$ cat src/rtl/lcd_fb_writer_pkg.sv
// Shared LCD geometry, framebuffer entry layout and pixel-packing helpers
// for the framebuffer writer and its neighbours.
package lcd_fb_writer_pkg;

    localparam int LCD_W_DEF      = 160;
    localparam int LCD_H_DEF      = 144;
    localparam int WORDS_PER_LINE = LCD_W_DEF / 8;
    localparam int FB_IDX_W       = 12;
    localparam int ADDR_W         = 1 + FB_IDX_W;
    localparam int FIFO_DEPTH_DEF = 4;

    localparam logic [1:0] FLIP_IDLE    = 2'd0;
    localparam logic [1:0] FLIP_PENDING = 2'd1;
    localparam logic [1:0] FLIP_FIRE    = 2'd2;

    typedef struct packed {
        logic                page;
        logic [FB_IDX_W-1:0] idx;
        logic [15:0]         data;
    } fb_entry_t;

    // Pixel n of a word lives in bits [2n+1:2n].
    function automatic logic [15:0] pack_pixel(input logic [15:0] acc,
                                               input logic [2:0]  slot,
                                               input logic [1:0]  col);
        logic [15:0] r;
        r = acc;
        r[{slot, 1'b0} +: 2] = col;
        return r;
    endfunction

    function automatic logic [FB_IDX_W-1:0] word_index(input logic [7:0] y,
                                                       input logic [7:0] x,
                                                       input int         wpl);
        return FB_IDX_W'((int'(y) * wpl) + int'(x[7:3]));
    endfunction

endpackage

$ cat src/rtl/lcd_fb_writer_if.sv
// Framebuffer RAM write port: the writer is the master, the RAM the slave.
interface lcd_fb_writer_if;
    import lcd_fb_writer_pkg::*;

    // mem_req is the valid, mem_ack the ready: a transfer happens on every
    // cycle where both are high, and addr/wdata hold steady while req waits.
    logic              mem_req;
    logic [ADDR_W-1:0] mem_addr;
    logic [15:0]       mem_wdata;
    logic              mem_ack;

    modport master (output mem_req, output mem_addr, output mem_wdata, input mem_ack);
    modport slave  (input mem_req, input mem_addr, input mem_wdata, output mem_ack);
endinterface

$ cat src/rtl/lcd_fb_writer_fb_fifo.sv
// Small synchronous FIFO; a push into a full FIFO succeeds only when a pop
// frees a slot in the same cycle.
module fb_fifo #(
    parameter int WIDTH = 29,
    parameter int DEPTH = 4
) (
    input  logic             clk,
    input  logic             reset,
    input  logic             push,
    input  logic             pop,
    input  logic [WIDTH-1:0] din,
    output logic [WIDTH-1:0] dout,
    output logic             full,
    output logic             empty
);
    localparam int PW = $clog2(DEPTH);

    logic [WIDTH-1:0] mem_q [DEPTH];
    logic [WIDTH-1:0] mem_d [DEPTH];
    logic [PW:0]      wr_ptr_q, wr_ptr_d;
    logic [PW:0]      rd_ptr_q, rd_ptr_d;
    logic             push_en, pop_en;

    always_comb begin
        empty    = (wr_ptr_q == rd_ptr_q);
        full     = (wr_ptr_q[PW-1:0] == rd_ptr_q[PW-1:0]) && (wr_ptr_q[PW] != rd_ptr_q[PW]);
        pop_en   = pop && !empty;
        push_en  = push && (!full || pop_en);
        wr_ptr_d = wr_ptr_q + (PW+1)'(push_en);
        rd_ptr_d = rd_ptr_q + (PW+1)'(pop_en);
        mem_d    = mem_q;
        if (push_en) mem_d[wr_ptr_q[PW-1:0]] = din;
        dout     = mem_q[rd_ptr_q[PW-1:0]];
    end

    always_ff @(posedge clk) begin
        if (reset) begin
            wr_ptr_q <= '0;
            rd_ptr_q <= '0;
        end else begin
            wr_ptr_q <= wr_ptr_d;
            rd_ptr_q <= rd_ptr_d;
        end
    end

    // Storage needs no reset: the pointers define what is valid.
    always_ff @(posedge clk) begin
        mem_q <= mem_d;
    end

endmodule

$ cat src/rtl/lcd_fb_writer.sv
// Packs the PPU pixel stream into 16-bit words, queues them and writes them
// into a double-buffered framebuffer, flipping pages once per frame.
module lcd_fb_writer
    import lcd_fb_writer_pkg::*;
#(
    parameter int LCD_W      = LCD_W_DEF,
    parameter int LCD_H      = LCD_H_DEF,
    parameter int FIFO_DEPTH = FIFO_DEPTH_DEF
) (
    input  logic                    clk,
    input  logic                    reset,
    input  logic                    lcd_write,
    input  logic [1:0]              lcd_col,
    input  logic [7:0]              lcd_x,
    input  logic [7:0]              lcd_y,
    input  logic                    lcd_vblank,
    lcd_fb_writer_if.master         mem,
    output logic                    fb_page,
    output logic                    frame_done,
    output logic                    overflow,
    output logic [1:0]              dbg_flip_state
);
    localparam logic [8:0] X_LIM = 9'(LCD_W);
    localparam logic [8:0] Y_LIM = 9'(LCD_H);
    localparam int         WPL   = LCD_W / 8;

    logic [15:0] acc_q, acc_d;
    logic        fb_page_q, fb_page_d;
    logic        overflow_q, overflow_d;
    logic        vblank_q, vblank_d;
    logic [1:0]  flip_state_q, flip_state_d;

    logic        pix_ok, push, pop, vblank_rise, flip_fire;
    logic        fifo_full, fifo_empty;
    fb_entry_t   push_entry, head;

    always_comb begin
        pix_ok = lcd_write && ({1'b0, lcd_x} < X_LIM) && ({1'b0, lcd_y} < Y_LIM);
        acc_d  = acc_q;
        if (pix_ok) acc_d = pack_pixel(acc_q, lcd_x[2:0], lcd_col);
        // The pushed word already carries the pixel arriving this cycle.
        push       = pix_ok && (lcd_x[2:0] == 3'd7);
        push_entry = '{page: fb_page_q, idx: word_index(lcd_y, lcd_x, WPL), data: acc_d};
        pop        = !fifo_empty && mem.mem_ack;
        overflow_d = overflow_q | (push && fifo_full && !pop);
    end

    always_comb begin
        vblank_d     = lcd_vblank;
        vblank_rise  = lcd_vblank && !vblank_q;
        flip_fire    = (flip_state_q == FLIP_PENDING) && fifo_empty;
        flip_state_d = flip_state_q;
        case (flip_state_q)
            FLIP_IDLE:    if (vblank_rise) flip_state_d = FLIP_PENDING;
            FLIP_PENDING: if (fifo_empty)  flip_state_d = FLIP_IDLE;
            default:                       flip_state_d = FLIP_IDLE;
        endcase
        fb_page_d = fb_page_q ^ flip_fire;
    end

    fb_fifo #(
        .WIDTH ($bits(fb_entry_t)),
        .DEPTH (FIFO_DEPTH)
    ) u_fifo (
        .clk   (clk),
        .reset (reset),
        .push  (push),
        .pop   (pop),
        .din   (push_entry),
        .dout  (head),
        .full  (fifo_full),
        .empty (fifo_empty)
    );

    // vblank_q keeps tracking through reset so a high vblank at release is not a rise.
    always_ff @(posedge clk) begin
        vblank_q <= vblank_d;
        if (reset) begin
            acc_q        <= '0;
            fb_page_q    <= 1'b0;
            overflow_q   <= 1'b0;
            flip_state_q <= FLIP_IDLE;
        end else begin
            acc_q        <= acc_d;
            fb_page_q    <= fb_page_d;
            overflow_q   <= overflow_d;
            flip_state_q <= flip_state_d;
        end
    end

    assign mem.mem_req   = !fifo_empty;
    assign mem.mem_addr  = fifo_empty ? '0 : {head.page, head.idx};
    assign mem.mem_wdata = fifo_empty ? '0 : head.data;

    assign fb_page        = fb_page_q;
    assign frame_done     = flip_fire;
    assign overflow       = overflow_q;
    assign dbg_flip_state = flip_fire ? FLIP_FIRE : flip_state_q;

endmodule
$ cat src/flat_wrapper.sv
// flat-port wrapper written by rule: the top's interface ports become plain ports
module lcd_fb_writer_flat import lcd_fb_writer_pkg::*;
#(
    parameter int LCD_W      = LCD_W_DEF,
    parameter int LCD_H      = LCD_H_DEF,
    parameter int FIFO_DEPTH = FIFO_DEPTH_DEF
)
  (clk, reset, lcd_write, lcd_col, lcd_x, lcd_y, lcd_vblank, fb_page, frame_done, overflow, dbg_flip_state, mem_mem_req, mem_mem_addr, mem_mem_wdata, mem_mem_ack);
  lcd_fb_writer_if mem_i ();
  input  logic clk;
  input  logic reset;
  input  logic lcd_write;
  input  logic [1:0] lcd_col;
  input  logic [7:0] lcd_x;
  input  logic [7:0] lcd_y;
  input  logic lcd_vblank;
  output logic fb_page;
  output logic frame_done;
  output logic overflow;
  output logic [1:0] dbg_flip_state;
  output wire logic [$bits(mem_i.mem_req)-1:0] mem_mem_req;
  output wire logic [$bits(mem_i.mem_addr)-1:0] mem_mem_addr;
  output wire logic [$bits(mem_i.mem_wdata)-1:0] mem_mem_wdata;
  input wire logic [$bits(mem_i.mem_ack)-1:0] mem_mem_ack;
  assign mem_mem_req = mem_i.mem_req;
  assign mem_mem_addr = mem_i.mem_addr;
  assign mem_mem_wdata = mem_i.mem_wdata;
  assign mem_i.mem_ack = mem_mem_ack;
  lcd_fb_writer #(.LCD_W(LCD_W), .LCD_H(LCD_H), .FIFO_DEPTH(FIFO_DEPTH)) u_core (.clk(clk), .reset(reset), .lcd_write(lcd_write), .lcd_col(lcd_col), .lcd_x(lcd_x), .lcd_y(lcd_y), .lcd_vblank(lcd_vblank), .mem(mem_i), .fb_page(fb_page), .frame_done(frame_done), .overflow(overflow), .dbg_flip_state(dbg_flip_state));
endmodule
$ cat config.mk
export PLATFORM = sky130hd
export DESIGN_NAME = lcd_fb_writer_flat
export DESIGN_NICKNAME = d
export VERILOG_FILES = /design/src/rtl/lcd_fb_writer_pkg.sv /design/src/rtl/lcd_fb_writer_if.sv /design/src/rtl/lcd_fb_writer_fb_fifo.sv /design/src/rtl/lcd_fb_writer.sv /design/src/flat_wrapper.sv
export SDC_FILE = /design/constraint.sdc
export NUM_CORES = 1
export LEC_CHECK = 0
export ABC_AREA = 1
export CAP_MARGIN = 10
export CORE_MARGIN = 4
export CORE_UTILIZATION = 50
export DETAILED_ROUTE_END_ITERATION = 8
export PLACE_DENSITY = 0.71
export RECOVER_POWER = 25
export SLEW_MARGIN = 5
export SYNTH_ARGS = -nofsm -noshare
export SYNTH_HDL_FRONTEND = slang
export SYNTH_SLANG_ARGS = --single-unit
$ cat constraint.sdc
create_clock -name clk -period 5.1 [get_ports clk]
set_input_delay 0.51 -clock clk [delete_from_list [all_inputs] [get_ports clk]]
set_output_delay 0.51 -clock clk [all_outputs]
set_load 0.005 [all_outputs]
# Word level (Yosys, flattened, before mapping)
# Cells that the tools add are included.
totals:
  ff_bits: 143
  latchBits: 0
  mem_bits_rw: 0
  mem_bits_ro: 0
  inputBits: 23
  output_inout_bits: 35
  word_cells: 67
  mem_count: 0
classes:
  addsub: 4
  multipliers: 1
  n_div: 0
  n_lt_le_gt_ge: 5
  n_eq_ne: 7
  shift: 2
  mux: 14
  bitwise_logic: 4
  n_reduce_logical: 19
op_table:
  columns: ["operator", "n"]
  rows:
  - ["$bwmux W116", 1]
  - ["$mux W29", 3]
  - ["$bmux W29 S2", 1]
  - ["$demux W29 S2", 1]
  - ["$mux W16", 2]
  - ["$bwmux W16", 1]
  - ["$lt A8 B8 Y1 const B", 2]
  - ["$shift A2 B6 Y16 const A", 1]
  - ["$shiftx A2 B6 Y16", 1]
  - ["$mux W13", 1]
  - ["$add A12 B6 Y12", 1]
  - ["$logic_and A1 B1 Y1", 12]
  - ["$mul A8 B3 Y10 const B", 1]
  - ["$add A3 B1 Y3", 2]
  - ["$ge A3 B3 Y1 const B", 2]
  - ["$mux W2", 3]
  - ["$neg A4 Y6", 1]
  - ["$not A2 Y3", 2]
  - ["$logic_not A1 Y1", 4]
  - ["$ne A2 B1 Y1 const B", 2]
  - ["$pmux W2 S2", 1]
  - ["$eq A3 B3 Y1", 1]
  - ["$eq A3 B3 Y1 const B", 1]
  - ["$lt A3 B1 Y1 const B", 1]
  - ["other kinds (8)", 8]

# Longest topological paths before layout
# Gate-level depths: netlist of the first run.
logic_depth:
  depth_word: 7
  mapped_depth: 13
  depth_no_buf: 12

# By module
# Synthesis of the first run repeated with hierarchy kept, for this count alone.
hier_totals:
  hier_cells: 678
  hier_area_um2: 6970.4
modules_own_cells:
  columns: ["mod", "instances", "cells_each", "area_each_um2", "seq_area_each_um2"]
  rows:
  - ["fb_fifo", 1, 331, 4931.0, 3603.5]
  - ["lcd_fb_writer", 1, 347, 2039.5, 400.4]

# Worst setup path before layout of the first run
# OpenSTA, ideal clock, no wires.
synth_path:
  path_kind: "input-to-reg"
  start: "input lcd_x[6]"
  end: "register u_core.u_fifo.mem_q[0] in the netlist's numbering, enable pin"
  setup_ns: 0.415
  t_arrival_ns: 2.427
  t_required_ns: 4.685
  setup_slack_ns: 2.259
  stages: 7
  path_buffers: 0
  path_cell_list: "o21ai_1 > nand2_1 > nor2_2 > nand3_1 > nor2_1 > nand2_1 > nor2_1"
synth_between:
  elab_chain_len: 5
synth_rtl:
  columns: ["item", "line_no", "text"]
  rows:
  - ["start: declaration", "flat_wrapper.sv:14", "input logic [7:0] lcd_x;"]
  - ["$lt A8 B8 Y1", "lcd_fb_writer.sv:38", "pix_ok = lcd_write && ({1'b0, lcd_x} < X_LIM) && ({1'b0, lcd_y} < Y_LIM);"]
  - ["$logic_and A1 B1 Y1 (2 in series)", "lcd_fb_writer.sv:38", null]
  - ["$logic_and A1 B1 Y1", "lcd_fb_writer.sv:42", "push = pix_ok && (lcd_x[2:0] == 3'd7);"]
  - ["$logic_and A1 B1 Y1", "lcd_fb_writer_fb_fifo.sv:28", "push_en = push && (!full || pop_en);"]
  - ["end signal: assignment", "lcd_fb_writer_fb_fifo.sv:48", "mem_q <= mem_d;"]
  - ["end: declaration", "lcd_fb_writer_fb_fifo.sv:18", "logic [WIDTH-1:0] mem_q [DEPTH];"]
# Every way passes these cells.
# A chain may end at the register's enable or synchronous reset.

# Worst setup path in the final report of the first run
layout_path:
  start: "register u_core.u_fifo.rd_ptr_q[0]"
  end: "output mem_mem_wdata[4]"
layout_between:
  elab_chain_len: 5
  elab_cells_between_ends: 6
  cone_classes: "1 x eq/ne; 4 x mux; 1 x bitwise"
layout_rtl:
  columns: ["item", "line_no", "text"]
  rows:
  - ["start: declaration", "lcd_fb_writer_fb_fifo.sv:21", "logic [PW:0] rd_ptr_q, rd_ptr_d;"]
  - ["start signal: assignment", "lcd_fb_writer_fb_fifo.sv:42", "rd_ptr_q <= rd_ptr_d;"]
  - ["$not A2 Y3 (not written as such)", "lcd_fb_writer_fb_fifo.sv:33", "dout = mem_q[rd_ptr_q[PW-1:0]];"]
  - ["$bmux W29 S2", "lcd_fb_writer_fb_fifo.sv:33", null]
  - ["$mux W29 (not written as such) (2 in series)", "lcd_fb_writer_fb_fifo.sv:33", null]
  - ["$mux W16 (*)", "lcd_fb_writer.sv:93", "assign mem.mem_wdata = fifo_empty ? '0 : head.data;"]
  - ["end: declaration", "flat_wrapper.sv:23", "output wire logic [$bits(mem_i.mem_wdata)-1:0] mem_mem_wdata;"]
# Mark *: on every way between the ends. The rest lies on a longest branch, timed or not. The select of a mux whose other input is x is not followed.

==> results of run 1 <==
==> worst max-delay path, stage by stage (launching register included) <==
cell             delay, ns
dfxtp_1               0.30
buf_4                 0.48
inv_1                 0.08
buf_4                 0.35
nand2_1               0.14
nand2_1               0.05
o21ai_0               0.10
nor2_1                0.09
inv_2                 0.44
nand2_1               0.17
inv_1                 0.10
clkdlybuf4s50_1       0.50
==> through the flow <==
step	area, um^2	power [W]	hold slack [ns]	cells
global placement	7290	0.00150	0.445	876
global route	7880	0.00285	0.508	906
detailed placement	7290	0.00151	0.454	876
finish	7880	0.00275	0.460	906
CTS	7890	0.00277	0.468	906
floorplan	6590	0.00144	0.441	667
==> metal layers <==
metal	track usage, %	share of wire, %	vias to the layer above
met3	4.15	4.3	17
met1	26.5	44	2280
met2	32.8	50	116
li1	-	-	2335
met5	0	0	-
met4	6.86	1.2	0
==> cells by family (layout without fill, tap and decap cells) <==
group / Yosys count / after routing / share of synthesized area, %
buffers and inverters: 121 / 188 / 7.63
adders and majority gates: 24 / 24 / 4.78
DFF: 142 / 142 / 60.8
AOI/OAI and AO/OA: 88 / 88 / 8.39
xor gates and xnor gates: 9 / 9 / 1.20
and+or+nand+nor: 283 / 283 / 17.2
==> worst min path at each step <==
stage | startpoint | end | slack, ns | depth (start not counted)
floorplan | u_core.overflow | u_core.overflow | 0.44 | 2
global placement | u_core.overflow | u_core.overflow | 0.45 | 2
CTS | u_core.overflow | u_core.overflow | 0.47 | 2
finish | u_core.overflow | u_core.overflow | 0.46 | 2
detailed placement | u_core.overflow | u_core.overflow | 0.45 | 2
global route | u_core.overflow | u_core.overflow | 0.51 | 2
==> registers in the layout (all words and copies together), names as in the netlist <==
register                flops
u_core.u_fifo.mem_q       116
u_core.acc_q               16
u_core.u_fifo.rd_ptr_q      3
u_core.u_fifo.wr_ptr_q      3
u_core.fb_page              1
u_core.flip_state_q         1
u_core.overflow             1
u_core.vblank_q             1
==> final cells by class <==
class,instances,share of cell area (%)
Tap cell,172,2.73
Multi-Input combinational cell,404,26.4
Clock inverter,11,2.14
Timing Repair Buffer,64,7.91
Sequential cell,142,50.8
Clock buffer,19,5.49
Inverter,94,4.48
==> cell usage in the layout (no fill, tap or decap), drive strengths merged <==
cell type	n
o21ai	45
a31oi	1
nand2	120
a21oi	12
inv	94
nor3	4
ha	22
clkdlybuf4s50	50
and2	1
a21boi	1
nor2	129
dlygate4sd3	7
fa	2
o32ai	29
clkbuf	19
xnor2	4
nand4	7
nand3	22
bufinv	4
clkinvlp	4
dfxtp	26
edfxtp	116
clkinv	3
buf	7
xor2	5
==> power by group through the flow <==
stage / Combinational (W) / Sequential [W] / Clock (W)
final: 0.000213 / 0.00127 / 0.00126
after global routing: 0.000239 / 0.00127 / 0.00133
after CTS: 0.000215 / 0.00127 / 0.00128
after detailed placement: 0.000213 / 0.00130 / 0
after global placement: 0.000205 / 0.00130 / 0
after floorplan: 0.000139 / 0.00130 / 0
==> results.md, run 1 <==
- Primary FF master, synth: edfxtp_1
- Crit-path max FO: 61
- Routed Antenna Nets: 0
- Number of enable flip-flop cells after synthesis: ~120
- Final WL: 14000 um
- Ys async rst share: 0%
- Residual DRC: 0
- Rows: 41
- P_int: approximately 0.0022 W
- Switching part of the total: between 20% and 30%
- Syn Nets: 714
- Fill count: 1021
- Clock latency on the worst-skew pair: 0.41 ns
- R2r worst-path depth: 11
- #FFs+latches synth: 142
- # IOs: a little under 60
- Yosys top cell area share: a little over half
- Leakage Power: around 3.4 nW
- Place WS: around 1.6 ns
- TritonCTS clock tree: done
- Clk_skew: 0.00911 ns
- Die height: 123 um
- CTS root buf: clkbuf_16
- Critical Path End: mem_mem_wdata[4]
- Count leader, synth: nor2_1
- Crit path required time: approximately 4.6 ns
- Final RePlAce weighted congestion: 0.849
- RSZ-0062 raised after global routing: no
- FMAX: 264 MHz
- Worst setup path class: reg2out
- Dpl hpwl: just under 9000 um
- Total Routing Usage GR: roughly 20%
- Full die area: 15100 um^2
- Postcts setup bufs: 0
- Relative slew slack: 37.8%
- Area growth, synth to finish: 19.6%
- Gr ovfl total: 0
- Fin. max-slew vios: 0
- Yosys warning count: 0
- Worst R2R End: u_core.u_fifo.mem_q[42]
- CP Launch Point: u_core.u_fifo.rd_ptr_q[0]
- Worst Hold Class: reg2reg
- Final setup fails: 0
- Share of total power in combinational logic: 7.7%
- Die width: 123 um
- Starting Density: about half
- Htree depth: 4
- Clk pwr share: between 40 and 50%
- Antenna violations before repair: 0
- Final Cycle Share: 74.3%
- R2R Setup Slk: 1.92 ns
- Post-CTS Resized: 0
- Worst r2r src: u_core.u_fifo.rd_ptr_q[0]
- Clk slew on worst S/H paths: approximately 0.050 ns
- Mapped Avg Cell Area: 9.88 um^2
- Distinct cells, synth: 29
- Leading area contributor after synthesis: edfxtp_1
- Starting DRT DRC Count: between 400 and 500
- Cts hold-fix bufs: 0
- CTS Buffer Depth: 2
- Vias per cell: ~5.2
- Setup tns final: 0 ns
- Netlist Area Pre-Place: 6590 um^2
- Core footprint: between 10000 and 15000 um^2
- First-pass GRT wire length: 23000 um
- CTS Buf Count: 17
- Net Sw Power: 0.000590 W
- Wirelength per Cell: around 15 um
- Final hold vios: 0
- Reg area: between 4000 and 5000 um^2
- N_diodes: 0
- Post-route minimum period: 3.79 ns
- Sequential-to-total area share from yosys stat: 60.8%
- Max VDD drop: 0.226 mV
- Pwr dens: roughly 350 nW/um^2
- Status: finished, final reports clean
- Footprint of the multi-input gates: between 2000 and 2500 um^2
- Largest net degree at the start of global routing: 62
- CTS Sinks: 142
- Vias in the first global route: ~4.6k
- Final core area utilization: between 60% and 70%
- Layout cells sized above 1: between 5 and 6%
- Fin worst setup slack: around 1.3 ns
- Post-synthesis cell count: 667
- Commonest cells post-synth: nor2_1, nand2_1, edfxtp_1
- Port bufs: 57
- Drt first pass iters: 6
- Seq pwr share: 46.3%
- Fin nets: 770
- Routed via count: 4748
- Least-Margin Pin Slew: 0.930 ns
- Crit path arrival time: 3.28 ns
- CP Launch Type: flop
- Max_cap viols: 0
- Largest cells by area after synthesis: edfxtp_1, dfxtp_1, nor2_1
- Crit. End Element: output port
No activity file was read; power rests on OpenSTA's default activity.
==> run 2: changes to the inputs <==
==> constraint.sdc (replaced) <==
create_clock -name clk -period 3.8 [get_ports clk]
set_input_delay 0.38 -clock clk [delete_from_list [all_inputs] [get_ports clk]]
set_output_delay 0.38 -clock clk [all_outputs]
set_load 0.005 [all_outputs]
==> results.md, run 2 (synthesis results as in run 1) <==
- Critical Path, Cell by Cell: dlygate4sd3_1 -> o21ai_0 -> nand2_1 -> nor2_2 -> clkbuf_1 -> nand3_1 -> nor2_1 -> nand2_1 -> nor2_1 -> buf_4
- Crit-path max FO: 27
- Drt first pass iters: 4
- Starting Density: around half
- Final WL: around 13000 um
- Setup tns final: 0 ns
- Place WS: 0.774 ns
- Full die area: 15100 um^2
- Fin. max-slew vios: 0
- Hold path depth: 2
- Area growth, synth to finish: 19.8%
- Vias per cell: about 5.1
- Fill count: 1030
- Htree depth: 4
- TritonCTS clock tree: done
- Max incr delay on CP: 0.56 ns
- Crit path arrival time: 3.13 ns
- Antenna violations before repair: 0
- CTS Sinks: 142
- Vias in the first global route: 4555
- Crit. End Element: flop
- First-pass GRT wire length: around 22000 um
- FMAX: ~330 MHz
- Fin worst setup slack: approximately 0.73 ns
- Max FFs per register: 116
- Residual DRC: 0
- Worst setup path class: in2reg
- Final Cell Area: 7900 um^2
- Die height: 123 um
- Worst Hold Class: reg2reg
- Commonest non-fill, non-tap cell in the layout: nor2_1
- Die width: 123 um
- Max VDD drop: 0.355 mV
- Largest regs: u_core.u_fifo.mem_q x116, u_core.acc_q x16
- Least-Margin Pin Slew: 0.942 ns
- # IOs: 58
- Postcts setup bufs: 0
- Clock latency on the worst-skew pair: 0.42 ns
- N_diodes: 0
- Dpl hpwl: between 8000 and 9000 um
- Status: finished, final reports clean
- Crit path required time: 3.86 ns
- CP Launch Type: primary input
- CTS root buf: clkbuf_16
- Clk_skew: 0.0120 ns
- Final hold vios: 0
- Post-CTS Resized: 0
- Routed Antenna Nets: 0
- Most frequent cells in the layout: nor2_1, nand2_1, edfxtp_1, inv_1, clkdlybuf4s50_1
- Final Cycle Share: 80.8%
- Routed via count: 4670
- Register bank with the most flops: u_core.u_fifo.mem_q
- R2r worst-path depth: 9
- Post-route minimum period: just over 3 ns
- Largest net degree at the start of global routing: a little under 60
- CTS Buf Count: 17
- CTS Buffer Depth: 2
- Hold Path End: u_core.overflow
- Hold Crit Start: u_core.overflow
- Clk slew on worst S/H paths: around 0.06 ns
- Slowest CP cell: dlygate4sd3_1
- R2R Setup Slk: 1.67 ns
- Final hold slack: roughly 0.45 ns
- Wirelength per Cell: about 15 um
- RSZ-0062 raised after global routing: no
- Leakage Power: 3.38 nW
- Placed cell area: approximately 7300 um^2
- Rows: 41
- Final setup fails: 0
- Relative slew slack: 37.0%
- Final RePlAce weighted congestion: 0.849
- Gr ovfl total: 0
- Max_cap viols: 0
- Layout cells sized above 1: between 6 and 7%
- Port bufs: 57
- Fin nets: about 770
- Pwr dens: 464 nW/um^2
- Core footprint: approximately 13000 um^2
- Cts hold-fix bufs: 0
- Total Routing Usage GR: between 10% and 20%
- Worst R2R End: u_core.u_fifo.mem_q[51]
- Worst r2r src: u_core.u_fifo.wr_ptr_q[0]
- Starting DRT DRC Count: 492
==> run 2: critical path, delay by kind of cell <==
kind	cells	cell delay, ns
and+or+nand+nor	6	0.89
buffers and inverters	3	1.52
AOI/OAI and AO/OA	1	0.31
==> run 2: how the worst max path moves through the flow <==
stage	from	end	slack (ns)	cells past startpoint
floorplan	lcd_x[6]	u_core.u_fifo.mem_q[0]	1.09	7
global placement	lcd_y[1]	u_core.u_fifo.mem_q[114]	0.89	13
detailed placement	lcd_y[1]	u_core.u_fifo.mem_q[56]	0.77	13
CTS	u_core.u_fifo.rd_ptr_q[0]	mem_mem_wdata[8]	0.80	6
global route	lcd_x[5]	u_core.u_fifo.mem_q[54]	0.49	10
finish	lcd_x[5]	u_core.u_fifo.mem_q[51]	0.73	10
==> run 2: through the flow <==
stage,std cells,power (W),util [%]
2_1_floorplan,667,0.00193,-
3_3_place_gp,877,0.00202,57.1
3_5_place_dp,877,0.00203,57.1
4_1_cts,909,0.00370,61.9
5_1_grt,909,0.00379,61.8
6_report,909,0.00367,61.8
==> run 2: metal layers <==
| layer | share of wire (%) | GRT usage, % | vias to the layer above |
|---|---|---|---|
| met4 | 1.0 | 5.74 | 0 |
| met5 | 0 | 0 | - |
| met3 | 5.1 | 4.98 | 13 |
| met2 | 49 | 31.1 | 102 |
| met1 | 45 | 23.9 | 2210 |
| li1 | - | - | 2345 |
==> run 2: layout make-up <==
| class | count | area, um^2 | share of cell area [%] |
|---|---|---|---|
| Clock buffer | 20 | 467 | 5.91 |
| Clock inverter | 12 | 141 | 1.79 |
| Inverter | 94 | 353 | 4.47 |
| Multi-Input combinational cell | 404 | 2090 | 26.5 |
| Sequential cell | 142 | 4000 | 50.7 |
| Tap cell | 172 | 215 | 2.72 |
| Timing Repair Buffer | 65 | 627 | 7.94 |
==> run 2: where the power goes <==
part	internal (W)	switching [W]
logic	0.000106	0.000175
clock network	0.00107	0.000601
registers	0.00171	0.00000442
==> variant 1, RTL diff (settings of run 2) <==
Register the output `dbg_flip_state`; this adds one clock of latency there. The other outputs are not delayed to match.
--- a/src/rtl/lcd_fb_writer.sv
+++ b/src/rtl/lcd_fb_writer.sv
@@ -96,5 +96,7 @@
     assign frame_done     = flip_fire;
     assign overflow       = overflow_q;
-    assign dbg_flip_state = flip_fire ? FLIP_FIRE : flip_state_q;
+    always_ff @(posedge clk) begin
+        dbg_flip_state <= flip_fire ? FLIP_FIRE : flip_state_q;
+    end
 
 endmodule
Formal check against the unedited RTL: not equivalent (a bounded check fails within 4 cycles, from zero or initial values and one cycle with reset high).
==> variant 1 against run 2 <==
Cell count decreased by 0.55%; die area up 0.39%; clock skew decreased by 3.9 ps; power up 1.6%; count of clock-buffer cells in the layout is 3 lower; design area is 0.11% higher; synthesized area rose by 0.42%; sequential share of layout area increased by 0.45 points; routed wire length rose by 3.9%; maximum frequency shrank 4.8%; worst setup slack worse by 150 ps; sequential cell count increased by 2; critical endpoint is now mem_mem_addr[10]; highest routed layer unchanged.
==> variant 1: results (changes against run 2) <==
metric;value;unit;change
via_per_inst;5.27;;+2.5%
final_nets;766;;-0.65%
syn-num-nets;709;;-0.70%
io_buffers;57;;unchanged
power.leakage;3.28;nW;-3.1%
postCtsSetupBuffers;0;;unchanged
synth_compound_area_share;9.28;%;+0.89 points
whs;463;ps;+10.3 ps
cts_buffer_depth;2;;unchanged
clock-root-buffer;clkbuf_16;;
netlist_instances;662;;-0.75%
status;finished clean;;
vias;4760;;+1.9%
antenna_found_initial;0;;unchanged
layout-drive-gt1-share;6.56;%;+0.18 points
worstRegToRegCells;12;;+3
synth_seq_area_share;61.1;%;+0.35 points
crit_path_start;u_core.u_fifo.rd_ptr_q[1];;
gp_congestion;0.822;;-3.3%
grt_pass1_vias;4604;;+1.1%
holdPathEnd;u_core.dbg_flip_state[0];;
synth_cell_type_count;30;;+3.4%
gr-usage-met2;32.0;%;+0.85 points
grtUsageMet1;24.9;%;+1.0 points
grt_max_degree;61;;+3.4%
slew_headroom;35.7;%;-1.3 points
synth_mux_area_share;0;%;unchanged
min_from;u_core.flip_state_q[0];;
synth_adder_area_share;4.76;%;-0.020 points
cp_top_family;buffers and inverters;;
layout_setup_ws;574;ps;-154 ps
wl_met3;510;um;-24%
critPathMaxFanout;60;;+120%
wl_met2;6840;um;+5.3%
synth_commonest_cells;nand2_1, nor2_1, edfxtp_1;;
wl;13800;um;+3.9%
grt_pass1_wl;22300;um;+2.9%
drtPass1Iterations;5;;+1
arrival;2850;ps;-280 ps
wirelength_met1;6280;um;+4.9%
p_sw_share;22.7;%;+1.5 points
reg_top3;u_core.u_fifo.mem_q (116), u_core.acc_q (16);;
synth.area.top_cells;edfxtp_1, dfxtp_1, nand2_1, nor2_1, inv_1;;
dp.cells;872;;-0.57%
grtUsageMet3;4.44;%;-0.54 points
r2r_slack;1330;ps;-340 ps
synth_xor_area_share;1.19;%;-0.0050 points
dp_slack;764;ps;-10.1 ps
ir_drop;241;uV;-32%
drt_iter0_drc;371;;-25%
finClkSkew;8.13;ps;-3.87 ps
post-dp-hpwl;8620;um;+4.1%
crit_end;mem_mem_addr[10];;
slowest_stage;inv_2;;
rr_endpoint;u_core.u_fifo.rd_ptr_q[2];;
postPlaceCellArea;7320;um2;+0.33%
slowest_delay;530;ps;-30 ps
track_usage;19.1;%;+0.40 points
[variant 1: changes by cell type in the layout (fill, tap and decap cells not counted), moves of 3 or more]
| cell | delta |
|---|---|
| nor2_1 | -4 |
| nand2_1 | +5 |
| inv_6 | +3 |
| clkbuf_8 | -3 |
| o21ai_0 | +6 |
| clkinv_2 | -4 |
| nand3_1 | -6 |
| inv_1 | -15 |
| a21oi_1 | +9 |
[variant 1: power groups by stage]
stage | Sequential, mW | Clock (mW) | Combinational, mW
global placement | 1.77 | 0 | 0.285
CTS | 1.73 | 1.72 | 0.300
finish | 1.73 | 1.70 | 0.295
global route | 1.73 | 1.79 | 0.333
detailed placement | 1.77 | 0 | 0.297
floorplan | 1.77 | 0 | 0.192
[variant 1: final cells by class]
| type | count | area, um2 |
|---|---|---|
| multi-input combinational | 413 | 2120 |
| inverter | 79 | 297 |
| clock inverter | 15 | 184 |
| clock buffer | 17 | 425 |
| sequential | 144 | 4040 |
| timing repair buffer | 64 | 623 |
| tap | 172 | 215 |
| fill | 1048 | 4870 |
==> variant 2, RTL diff (flow settings as in run 2) <==
Made on the original files. Set the package constant `FB_IDX_W` to 10 (it was 12).
--- a/src/rtl/lcd_fb_writer_pkg.sv
+++ b/src/rtl/lcd_fb_writer_pkg.sv
@@ -6,5 +6,5 @@
     localparam int LCD_H_DEF      = 144;
     localparam int WORDS_PER_LINE = LCD_W_DEF / 8;
-    localparam int FB_IDX_W       = 12;
+    localparam int FB_IDX_W       = 10;
     localparam int ADDR_W         = 1 + FB_IDX_W;
     localparam int FIFO_DEPTH_DEF = 4;
Interface: changed (resized mem_mem_addr); port bits go from 58 to 56. No check against the original RTL was run, so the function may have changed too.
==> variant 2 against run 2 <==
First-iteration DRC count shrank 26%; power down 3.5%; sequential share of layout area grew 0.32 points; synthesized cell count shrank 10%; synthesized area is 7.2% lower; clock skew decreased by 3.7 ps; worst setup slack got worse by 65 ps; sequential cell count decreased by 8; global-route usage shrank 0.54 points; maximum frequency down 2.1%; clock power barely moved; design area fell by 6.6%; routed wire length decreased by 7.1%; largest cell class unchanged; highest routed layer unchanged.
==> variant 2: results (changes against run 2) <==
metric;value;unit;change
seq_cell_count;134;;-5.6%
synth_adder_area_share;4.75;%;-0.036 points
layout-drive-gt1-share;6.90;%;+0.52 points
whs;455;ps;+2.55 ps
seq_area;3760;um2;-6.0%
syn-num-nets;643;;-9.9%
slew_headroom;41.1;%;+4.1 points
rr_endpoint;u_core.u_fifo.rd_ptr_q[2];;
nFillCells;970;;-5.8%
crit_end;dbg_flip_state[1];;
startpoint_type;register;;
reg_top3;u_core.u_fifo.mem_q (108), u_core.acc_q (16);;
post-dp-hpwl;7940;um;-4.1%
critPathMaxFanout;31;;+15%
buffers;61;;-6.2%
netlist_instances;598;;-10%
synth_commonest_cells;nor2_1, nand2_1, edfxtp_1;;
grt_max_degree;56;;-5.1%
finalCritPeriodShare;82.5;%;+1.7 points
core;12000;um2;-6.0%
finalNonFillerCells;814;;-10%
ir_drop;270;uV;-24%
crit_path_start;u_core.u_fifo.wr_ptr_q[1];;
p_sw_share;21.0;%;-0.28 points
synth_xor_area_share;1.84;%;+0.65 points
synth_seq_area_share;61.6;%;+0.81 points
grt_pass1_wl;20200;um;-6.6%
bufAreaShareNonClock;8.41;%;+0.47 points
r2r_slack;1530;ps;-140 ps
drt_iter0_drc;363;;-26%
htreeDepth;4;;unchanged
nMultiInputCombCells;368;;-8.9%
status;finished clean;;
synth_edf_count;108;;-6.9%
clk_pin_slew;60;ps;about the same
final_nets;699;;-9.3%
dp.cells;782;;-11%
wl;12400;um;-7.1%
arrival;2760;ps;-370 ps
syn2layout_area_growth;20.7;%;
track_usage;18.1;%;-0.54 points
multi_input_area_share;26.1;%;-0.36 points
drtPass1Iterations;5;;+1
finClkSkew;8.26;ps;-3.75 ps
synth.area.top_cells;edfxtp_1, dfxtp_1, nor2_1, nand2_1, inv_1;;
power.leakage;3.07;nW;-9.1%
cts_buffer_depth;2;;unchanged
worstRegToRegCells;8;;-1
grt_pass1_vias;4164;;-8.6%
inverters;72;;-23%
gp_congestion;0.877;;+3.3%
io_buffers;55;;-3.5%
clkCellAreaFrac;8.29;%;+0.59 points
synth_cell_type_count;30;;+3.4%
synth_compound_area_share;8.78;%;+0.39 points
postPlaceCellArea;6790;um2;-6.9%
==> variant 2: cells by family after synthesis <==
logic type      count (synthesis)
simple gates                  248
flops                         134
compound gates                 86
fa+ha+maj                      22
buf+inv                        96
xor+xnor                       12
==> variant 2: power groups by stage <==
stage / Combinational, mW / Clock [mW] / Sequential (mW)
final: 0.246 / 1.68 / 1.61
after global routing: 0.275 / 1.78 / 1.61
after CTS: 0.251 / 1.70 / 1.61
after detailed placement: 0.250 / 0 / 1.64
after global placement: 0.243 / 0 / 1.64
after floorplan: 0.156 / 0 / 1.64
==> variant 2: layer usage <==
layer  vias up  wire length, um  GRT usage, %
met5         -                0             0
met4         0              133          5.07
met3        16              697          4.45
met2       115             5830          28.9
met1      2056             5700          24.8
li1       2129                -             -
==> variant 2: worst max-delay path, cell delays in order, from the launching register on <==
cell and delay, ps:
dfxtp_1 440, xnor2_1 190, nand3_2 620, nor2_1 510
clkdlybuf4s50_1 580
